--- src/rtl/scene_pkg.sv ---
// Shared game definitions for the scene sequencer, display and sprite blocks.
package scene_pkg;

    // Game FSM encodings as seen on the game_state port.
    typedef enum logic [1:0] {
        GameInitial = 2'd0,
        GamePlaying = 2'd1,
        GameOver    = 2'd2
    } game_state_e;

    localparam int unsigned GROUND_SIZE_X = 1200;

    // 4-digit BCD increment with per-digit carry; 9999 rolls to 0000 (caller saturates).
    function automatic logic [15:0] bcd_inc(input logic [15:0] v);
        logic [15:0] r;
        logic        carry;
        r     = v;
        carry = 1'b1;
        for (int i = 0; i < 4; i++) begin
            if (carry) begin
                if (v[4*i +: 4] == 4'd9) begin
                    r[4*i +: 4] = 4'd0;
                end else begin
                    r[4*i +: 4] = v[4*i +: 4] + 4'd1;
                    carry       = 1'b0;
                end
            end
        end
        return r;
    endfunction

endpackage

--- src/rtl/tick_gen.sv ---
// Game tick generator: one-cycle pulse every TICK_DIV clk cycles.
module tick_gen #(
    parameter int unsigned TICK_DIV = 250000
) (
    input  logic clk,
    input  logic rst_n,
    output logic tick
);

    localparam int unsigned   DivW    = (TICK_DIV > 1) ? $clog2(TICK_DIV) : 1;
    localparam logic [DivW-1:0] DivLast = DivW'(TICK_DIV - 1);

    logic [DivW-1:0] div_q;
    logic            tick_q;

    // Divider wraps at TICK_DIV-1; tick is high the cycle after the wrap value.
    always_ff @(posedge clk) begin
        if (!rst_n) begin
            div_q  <= '0;
            tick_q <= 1'b0;
        end else begin
            tick_q <= (div_q == DivLast);
            div_q  <= (div_q == DivLast) ? '0 : div_q + DivW'(1);
        end
    end

    assign tick = tick_q;

endmodule

--- src/rtl/scene_sequencer.sv ---
// Game-level controller: game FSM, scroll offset, speed and BCD score.
module scene_sequencer
    import scene_pkg::*;
#(
    parameter int unsigned TICK_DIV        = 250000,
    parameter int unsigned GROUND_SIZE_X   = scene_pkg::GROUND_SIZE_X,
    parameter int unsigned SPEED_INIT      = 3,
    parameter int unsigned SPEED_MAX       = 8,
    parameter int unsigned SCORE_DIV       = 10,
    parameter int unsigned OVER_HOLD_TICKS = 50
) (
    input  logic        clk,
    input  logic        rst_n,
    input  logic        btn_start,
    input  logic        collision,
    input  logic        frame_start,
    output logic [1:0]  game_state,
    output logic [10:0] ground_offset,
    output logic [3:0]  speed,
    output logic [15:0] score,
    output logic        tick
);

    localparam int unsigned ScoreDivW = (SCORE_DIV > 1) ? $clog2(SCORE_DIV) : 1;
    localparam int unsigned HoldW     = $clog2(OVER_HOLD_TICKS + 1);
    localparam logic [ScoreDivW-1:0] ScoreDivLast = ScoreDivW'(SCORE_DIV - 1);
    localparam logic [HoldW-1:0]     HoldMax      = HoldW'(OVER_HOLD_TICKS);
    localparam logic [11:0]          Ground12     = 12'(GROUND_SIZE_X);
    localparam logic [3:0]           SpeedInit    = 4'(SPEED_INIT);
    localparam logic [3:0]           SpeedMax     = 4'(SPEED_MAX);

    game_state_e          state_q, state_d;
    logic                 btn_q;
    logic [10:0]          offset_pend_q, offset_pend_d;
    logic [10:0]          ground_offset_q, ground_offset_d;
    logic [3:0]           speed_q, speed_d;
    logic [15:0]          score_q, score_d;
    logic [ScoreDivW-1:0] score_div_q, score_div_d;
    logic [HoldW-1:0]     hold_q, hold_d;

    logic        press;
    logic [11:0] sum;
    logic [10:0] offset_next;

    tick_gen #(
        .TICK_DIV (TICK_DIV)
    ) u_tick_gen (
        .clk   (clk),
        .rst_n (rst_n),
        .tick  (tick)
    );

    assign press = btn_start & ~btn_q;

    // Scroll step with exact modular wrap of the remainder.
    always_comb begin
        sum         = {1'b0, offset_pend_q} + {8'b0, speed_q};
        offset_next = (sum >= Ground12) ? 11'(sum - Ground12) : sum[10:0];
    end

    // Next-state for the game FSM, offset, score and lockout counter.
    always_comb begin
        state_d       = state_q;
        offset_pend_d = offset_pend_q;
        speed_d       = speed_q;
        score_d       = score_q;
        score_div_d   = score_div_q;
        hold_d        = hold_q;
        // Frame-aligned publication; uses the pre-tick pending value.
        ground_offset_d = frame_start ? offset_pend_q : ground_offset_q;

        case (state_q)
            GameInitial: begin
                if (press) begin
                    state_d       = GamePlaying;
                    offset_pend_d = '0;
                    score_d       = '0;
                    score_div_d   = '0;
                    speed_d       = SpeedInit;
                end
            end
            GamePlaying: begin
                // Collision wins over a coincident tick.
                if (collision) begin
                    state_d = GameOver;
                    hold_d  = '0;
                end else if (tick) begin
                    offset_pend_d = offset_next;
                    if (score_div_q == ScoreDivLast) begin
                        score_div_d = '0;
                        if (score_q != 16'h9999) begin
                            score_d = bcd_inc(score_q);
                            // Carry into the hundreds digit bumps the speed.
                            if (score_q[7:0] == 8'h99 && speed_q < SpeedMax) begin
                                speed_d = speed_q + 4'd1;
                            end
                        end
                    end else begin
                        score_div_d = score_div_q + ScoreDivW'(1);
                    end
                end
            end
            GameOver: begin
                if (tick && hold_q != HoldMax) begin
                    hold_d = hold_q + HoldW'(1);
                end
                // Presses during the lockout window are simply dropped.
                if (press && hold_q == HoldMax) begin
                    state_d       = GamePlaying;
                    offset_pend_d = '0;
                    score_d       = '0;
                    score_div_d   = '0;
                    speed_d       = SpeedInit;
                end
            end
            default: state_d = GameInitial;
        endcase
    end

    // State registers with synchronous active-low reset.
    always_ff @(posedge clk) begin
        if (!rst_n) begin
            state_q         <= GameInitial;
            btn_q           <= 1'b0;
            offset_pend_q   <= '0;
            ground_offset_q <= '0;
            speed_q         <= SpeedInit;
            score_q         <= '0;
            score_div_q     <= '0;
            hold_q          <= '0;
        end else begin
            state_q         <= state_d;
            btn_q           <= btn_start;
            offset_pend_q   <= offset_pend_d;
            ground_offset_q <= ground_offset_d;
            speed_q         <= speed_d;
            score_q         <= score_d;
            score_div_q     <= score_div_d;
            hold_q          <= hold_d;
        end
    end

    assign game_state    = state_q;
    assign ground_offset = ground_offset_q;
    assign speed         = speed_q;
    assign score         = score_q;

endmodule

--- config.mk ---
export PLATFORM = sky130hd
export DESIGN_NAME = scene_sequencer
export DESIGN_NICKNAME = d
export VERILOG_FILES = /design/src/rtl/scene_pkg.sv /design/src/rtl/tick_gen.sv /design/src/rtl/scene_sequencer.sv
export SDC_FILE = /design/constraint.sdc
export NUM_CORES = 1
export LEC_CHECK = 0
export CAP_MARGIN = 0
export CORE_ASPECT_RATIO = 0.6
export CORE_MARGIN = 5
export CORE_UTILIZATION = 55
export DETAILED_ROUTE_END_ITERATION = 6
export PLACE_DENSITY = 0.8
export SYNTH_ARGS = -nofsm -noshare
export SYNTH_HDL_FRONTEND = slang
export SYNTH_SLANG_ARGS = --single-unit
--- constraint.sdc ---
create_clock -name clk -period 8.38 [get_ports clk]
set_clock_uncertainty 0.1 [all_clocks]
set_input_delay 1.257 -clock clk [delete_from_list [all_inputs] [get_ports clk]]
set_output_delay 1.257 -clock clk [all_outputs]
set_load 0.1 [all_outputs]
Yosys cells after proc, flatten, opt, wreduce, memory -nomap -nowiden
Index checks and enable logic that the tools add are counted.
{ "word_totals": {"ff_bits": 74, "latchBits": 0, "ramBits": 0, "rom_bits": 0, "in_bits": 5, "out_inout_bits": 34, "wordCells": 128, "n_memories": 0} }
{ "classes": {"addsub": 10, "n_mul": 0, "n_div": 0, "n_lt_le_gt_ge": 2, "eq_ne": 24, "n_shift": 0, "muxes": 61, "bitwise_logic": 3, "n_reduce_logical": 15} }
{ "ops": {"columns": ["cell", "count"], "rows": [
  ["two-way mux 16 bit", 6],
  ["two-way mux 4 bit", 19],
  ["two-way mux 11 bit", 5],
  ["case mux 16 bit (3 select lines)", 1],
  ["case mux 11 bit (3 select lines)", 1],
  ["AND reduction 8 bit", 4],
  ["adder 4 x 1 -> 4 bit (second input constant)", 6],
  ["case mux 4 bit (3 select lines)", 2],
  ["!= test 2 bit (second input constant)", 11],
  ["equality test 4 bit (second input constant)", 5],
  ["two-way mux 1 bit", 20],
  ["adder 18 x 1 -> 18 bit (second input constant)", 1],
  ["equality test 18 bit (second input constant)", 1],
  ["!= test 16 bit (second input constant)", 1],
  ["adder 11 x 4 -> 12 bit", 1],
  [">= comparator 12 x 11 -> 1 bit (second input constant)", 1],
  ["two-way mux 6 bit", 2],
  ["case mux 6 bit (2 select lines)", 1],
  ["subtractor 11 bit (second input constant)", 1],
  ["equality test 8 bit (second input constant)", 1],
  ["AND reduction 7 bit", 1],
  ["adder 6 x 1 -> 6 bit (second input constant)", 1],
  ["equality test 6 bit (second input constant)", 1],
  ["two-way mux 2 bit", 3],
  ["other kinds (15)", 19]
]} }

Logic depth before layout (Yosys ltp)
{ "logic_depth": {"ltp_word": 25, "mapped_depth": 12, "ltp_nobuf": 12} }

By module
Synthesis repeated with hierarchy kept, for this count alone.
{ "hier_totals": {"cells_unflattened": 458, "area_unflattened_um2": 4076.4} }
{ "by_module_without_submodules": {"columns": ["module", "instances", "cells_each", "area_each_um2", "seq_area_each_um2"], "rows": [
  ["scene_sequencer", 1, 363, 3206.8, 1101.1],
  ["tick_gen", 1, 95, 869.6, 380.4]
]} }

Worst setup path after synthesis
Ideal clock, no wire load.
{ "synth_timing": {"path_kind": "register -> register", "startpoint": "reg speed_q[0], in the netlist speed[0]", "endpoint": "reg offset_pend_q[7]", "setup_time_ns": 0.117, "t_arrival_ns": 3.636, "required_time_ns": 8.163, "slack_ns": 4.527, "stages_incl_launch_ff": 13, "path_buffers": 0, "synth_period_minus_slack_ns": 3.853, "cell_sequence": "dfxtp_1 > ha_1 > fa_1 > a211oi_2 > nor2_1 > xor2_1 > ha_1 > nor4b_1 > o21ai_0 > nor4_4 > a211oi_4 > or3_1 > a32o_1"} }
{ "synth_via": {"elab_chain_cells": 6, "elab_cells_between_ends": 7, "classes_between": "add/sub: 2; order compare: 1; mux: 4"} }
{ "synth_rtl": {"columns": ["element", "line_no", "rtl"], "rows": [
  ["start, declared", "scene_sequencer.sv:36", "logic [3:0] speed_q, speed_d;"],
  ["start signal, assigned", "scene_sequencer.sv:127", "speed_q <= SpeedInit;"],
  ["start signal, assigned", "scene_sequencer.sv:136", "speed_q <= speed_d;"],
  ["adder 11 x 4 -> 12 bit (*)", "scene_sequencer.sv:57", "sum = {1'b0, offset_pend_q} + {8'b0, speed_q};"],
  ["subtractor 11 bit or >= comparator 12 x 11 -> 1 bit (tied branches)", "scene_sequencer.sv:58", "offset_next = (sum >= Ground12) ? 11'(sum - Ground12) : sum[10:0];"],
  ["two-way mux 11 bit (*)", "scene_sequencer.sv:58", null],
  ["two-way mux 11 bit (*)", "scene_sequencer.sv:87", "end else if (tick) begin"],
  ["two-way mux 11 bit (*)", "scene_sequencer.sv:84", "if (collision) begin"],
  ["case mux 11 bit (3 select lines) (*)", "scene_sequencer.sv:72", "case (state_q)"],
  ["end signal, assigned", "scene_sequencer.sv:134", "offset_pend_q <= offset_pend_d;"],
  ["end, declared", "scene_sequencer.sv:34", "logic [10:0] offset_pend_q, offset_pend_d;"]
]} }
Every way passes the cells marked *; elsewhere a longest branch is shown, timed or not. The select of a mux whose other input is x is not followed.
A chain may end at the register's enable or synchronous reset.

Final worst setup path
Ends and elaborated chain as after synthesis.

==> results.yml <==
run_status:
  status: "completed"
synth:
  synthCells: 426
  synth-edff-count: 0
  yosys_warnings: 0
  synth.distinct_cells: 53
  synth_seq_cells: 74
  synth_nets: 451
  async_reset_ff_share_pct: 0
  syn-cell-area_um2: 3780
  synth-main-ff-cell: "dfxtp_1"
  seq_area_frac_synth_pct: 39.2
  syn_area_per_cell_um2: 8.88
placed_design:
  hpwl_um: 5970
  place_ws_ns: 4.54
  place_congestion: 0.874
  portBuffers: 38
drt:
  vias: 3156
  drt-total-wl_um: 8240
  wl_per_cell_um: 14.8
  drc_errors: 0
  vias_per_cell: 5.69
  first_pass_iters: 5
  antenna_left: 0
  drt_iter0_drc: 318
cells_and_area:
  syn_to_final_growth_pct: 21.0
  fillCellCount: 542
  multi_input_area_um2: 2200
  final-seq-area_um2: 1480
  final_layout_size_suffix_gt1_share_pct: 6.20
  antennaDiodeCount: 0
  fin_nets: 489
clock_network:
  clk_pin_slew_ns: 0.06
  root_buffer: "clkbuf_16"
  cts_setup_buffers: 0
  clock_sinks: 74
  clk_path_buf_depth: 2
  htreeDepth: 3
  clock_latency_ns: 0.34
  cts_buffers: 9
  ctsHoldBuffers: 0
  cts_resized: 0
  cts_tree: "yes"
global_routing:
  antenna_found_initial: 0
  grt_usage_pct: 21.1
  grt_max_degree: 38
  grt_pass1_wl_um: 14400
  grt.overflow.total: 0
  grt_pass1_vias: 2966
power_and_ir_drop:
  power_density_nw_per_um2: 196
  pwr-share-seq_pct: 40.8
  p_leak_nw: 1.72
  p_comb_share_pct: 10.2
  peakVddDrop_mv: 0.116
  p_total_mw: 0.898
  pwr-share-clk_pct: 49.0
  p_switching_mw: 0.217
  netSwitchingFraction_pct: 24.2
  p_int_mw: 0.681
timing:
  finalMaxSlewViolations: 0
  fin_setup_tns_ns: 0
  finalHoldViolCount: 0
  rsz0062_at_grt: "no"
  max_freq_ghz: 0.272
  slew_headroom_pct: 31.8
  setup_slack_ns: 4.71
  post-route-period-util_pct: 43.8
  worst_pin_slew_ns: 1.02
  finalSetupViolations: 0
  period_needed_ns: 3.67
die:
  ioPinCount: 39
  die_height_um: 74.2
  num_rows: 23
  die_x_um: 117
  core-area_um2: 6680
  initial_core_util_pct: 56.7
  die-area_um2: 8690
critical_path:
  worst_setup_path_start_kind: "flip-flop"
  cp.arrival_ns: 3.81
  path_max_fanout: 10
  critical_path_class: "reg -> reg"
  critical_path.endpoint_type: "flip-flop"
  worstPathRequired_ns: 8.51
hold_path:
  hold_class: "reg -> reg"
flow_run:
  cap_violations: 0
[cells in the final DEF (no fill, tap or decap), types with 4 or more instances in the layout]
cell,count
nand3_1,14
nor3_1,5
clkbuf_16,9
inv_1,16
ha_1,19
xnor2_1,13
nand3b_1,6
a32o_1,4
clkdlybuf4s50_1,38
dfxtp_1,74
and3_1,7
or3_1,8
or4_1,5
nand2_1,31
nor2_1,49
nor2b_1,18
and2_1,12
a21boi_0,8
nand2b_1,4
mux2i_1,13
xor2_1,18
nand4_1,11
a21oi_1,11
o21ai_0,20
nor4_1,5
[metal layers]
metal  wire length, um  vias to the layer above  global-route usage (%)
met5                 0                        -                       0
met4               133                        0                    7.25
met3               574                       13                    7.48
met2              3390                       91                    30.4
met1              4140                     1472                    29.5
li1                  -                     1580                       -
[critical path, stage by stage (launching register included)]
cell,delay [ns]
dfxtp_1,0.36
ha_1,0.26
fa_1,0.42
a211oi_2,0.37
nor2_1,0.11
xor2_1,0.27
ha_1,0.26
nor4b_1,0.21
o21ai_0,0.22
nor4_4,0.25
a211oi_4,0.12
or3_1,0.37
a32o_1,0.25
[path summary, 6_finish.rpt]
kind / start / end / slack, ns / cells past startpoint
worst min register to register: u_tick_gen.div_q[0] / u_tick_gen.div_q[0] / 0.35 / 1
worst min-delay path: u_tick_gen.div_q[0] / u_tick_gen.div_q[0] / 0.35 / 1
worst max-delay path: speed[0] / offset_pend_q[7] / 4.71 / 12
worst max register to register: speed[0] / offset_pend_q[7] / 4.71 / 12
[cells in the mapped netlist (6+ instances only)]
library cell,number,share of area [%]
a21boi_0,8,1.6
a21oi_1,11,1.5
and2_1,12,2.0
and3_1,7,1.2
clkbuf_1,10,0.99
dfxtp_1,74,39
ha_1,19,6.3
inv_1,16,1.6
mux2i_1,13,3.4
nand2_1,31,3.1
nand3_1,14,1.9
nand3b_1,6,1.2
nand4_1,11,1.8
nor2_1,49,4.9
nor2b_1,18,3.0
o21ai_0,20,2.6
or3_1,8,1.3
xnor2_1,13,3.0
xor2_1,18,4.2
[state kept, by name, summed over array words and instances, names as in the netlist]
| name | flops |
|---|---|
| hold_q | 6 |
| game_state | 2 |
| btn_q | 1 |
| speed | 4 |
| u_tick_gen.div_q | 18 |
| score | 16 |
| score_div_q | 4 |
| offset_pend_q | 11 |
| u_tick_gen.tick | 1 |
| ground_offset | 11 |
[power by group through the flow]
| stage | combinational [mW] | clock [mW] | sequential [mW] |
|---|---|---|---|
| finish | 0.0914 | 0.440 | 0.367 |
| global route | 0.0982 | 0.463 | 0.368 |
| CTS | 0.0912 | 0.445 | 0.366 |
| detailed placement | 0.0907 | 0 | 0.374 |
| global placement | 0.0894 | 0 | 0.374 |
| floorplan | 0.0408 | 0 | 0.402 |
[stage by stage]
step	hold WS, ns	cells	utilization (%)	area (um2)
floorplan	0.313	426	-	3780
global placement	0.325	540	63.4	4240
detailed placement	0.337	540	63.4	4240
CTS	0.346	555	68.6	4580
global route	0.380	555	68.6	4580
finish	0.346	555	68.6	4580
[cell type report]
type                    instances  area share (%)
flip-flops and latches         74            32.4
multi-input cells             324            48.0
clock inverters                 5            2.24
well taps                      87            2.38
clock buffers                  10            5.22
inverters                      16            1.31
repair buffers                 39            8.47
[logic make-up after synthesis]
| group | count (synthesis) | synth area share [%] |
|---|---|---|
| AOI/OAI and AO/OA | 74 | 14.3 |
| xor gates and xnor gates | 31 | 7.18 |
| adders and majority gates | 20 | 6.81 |
| buffers and inverters | 28 | 2.78 |
| DFF | 74 | 39.2 |
| muxes | 14 | 3.74 |
| and+or+nand+nor | 185 | 26.0 |
Note: power is estimated with default switching activity, not from simulation.
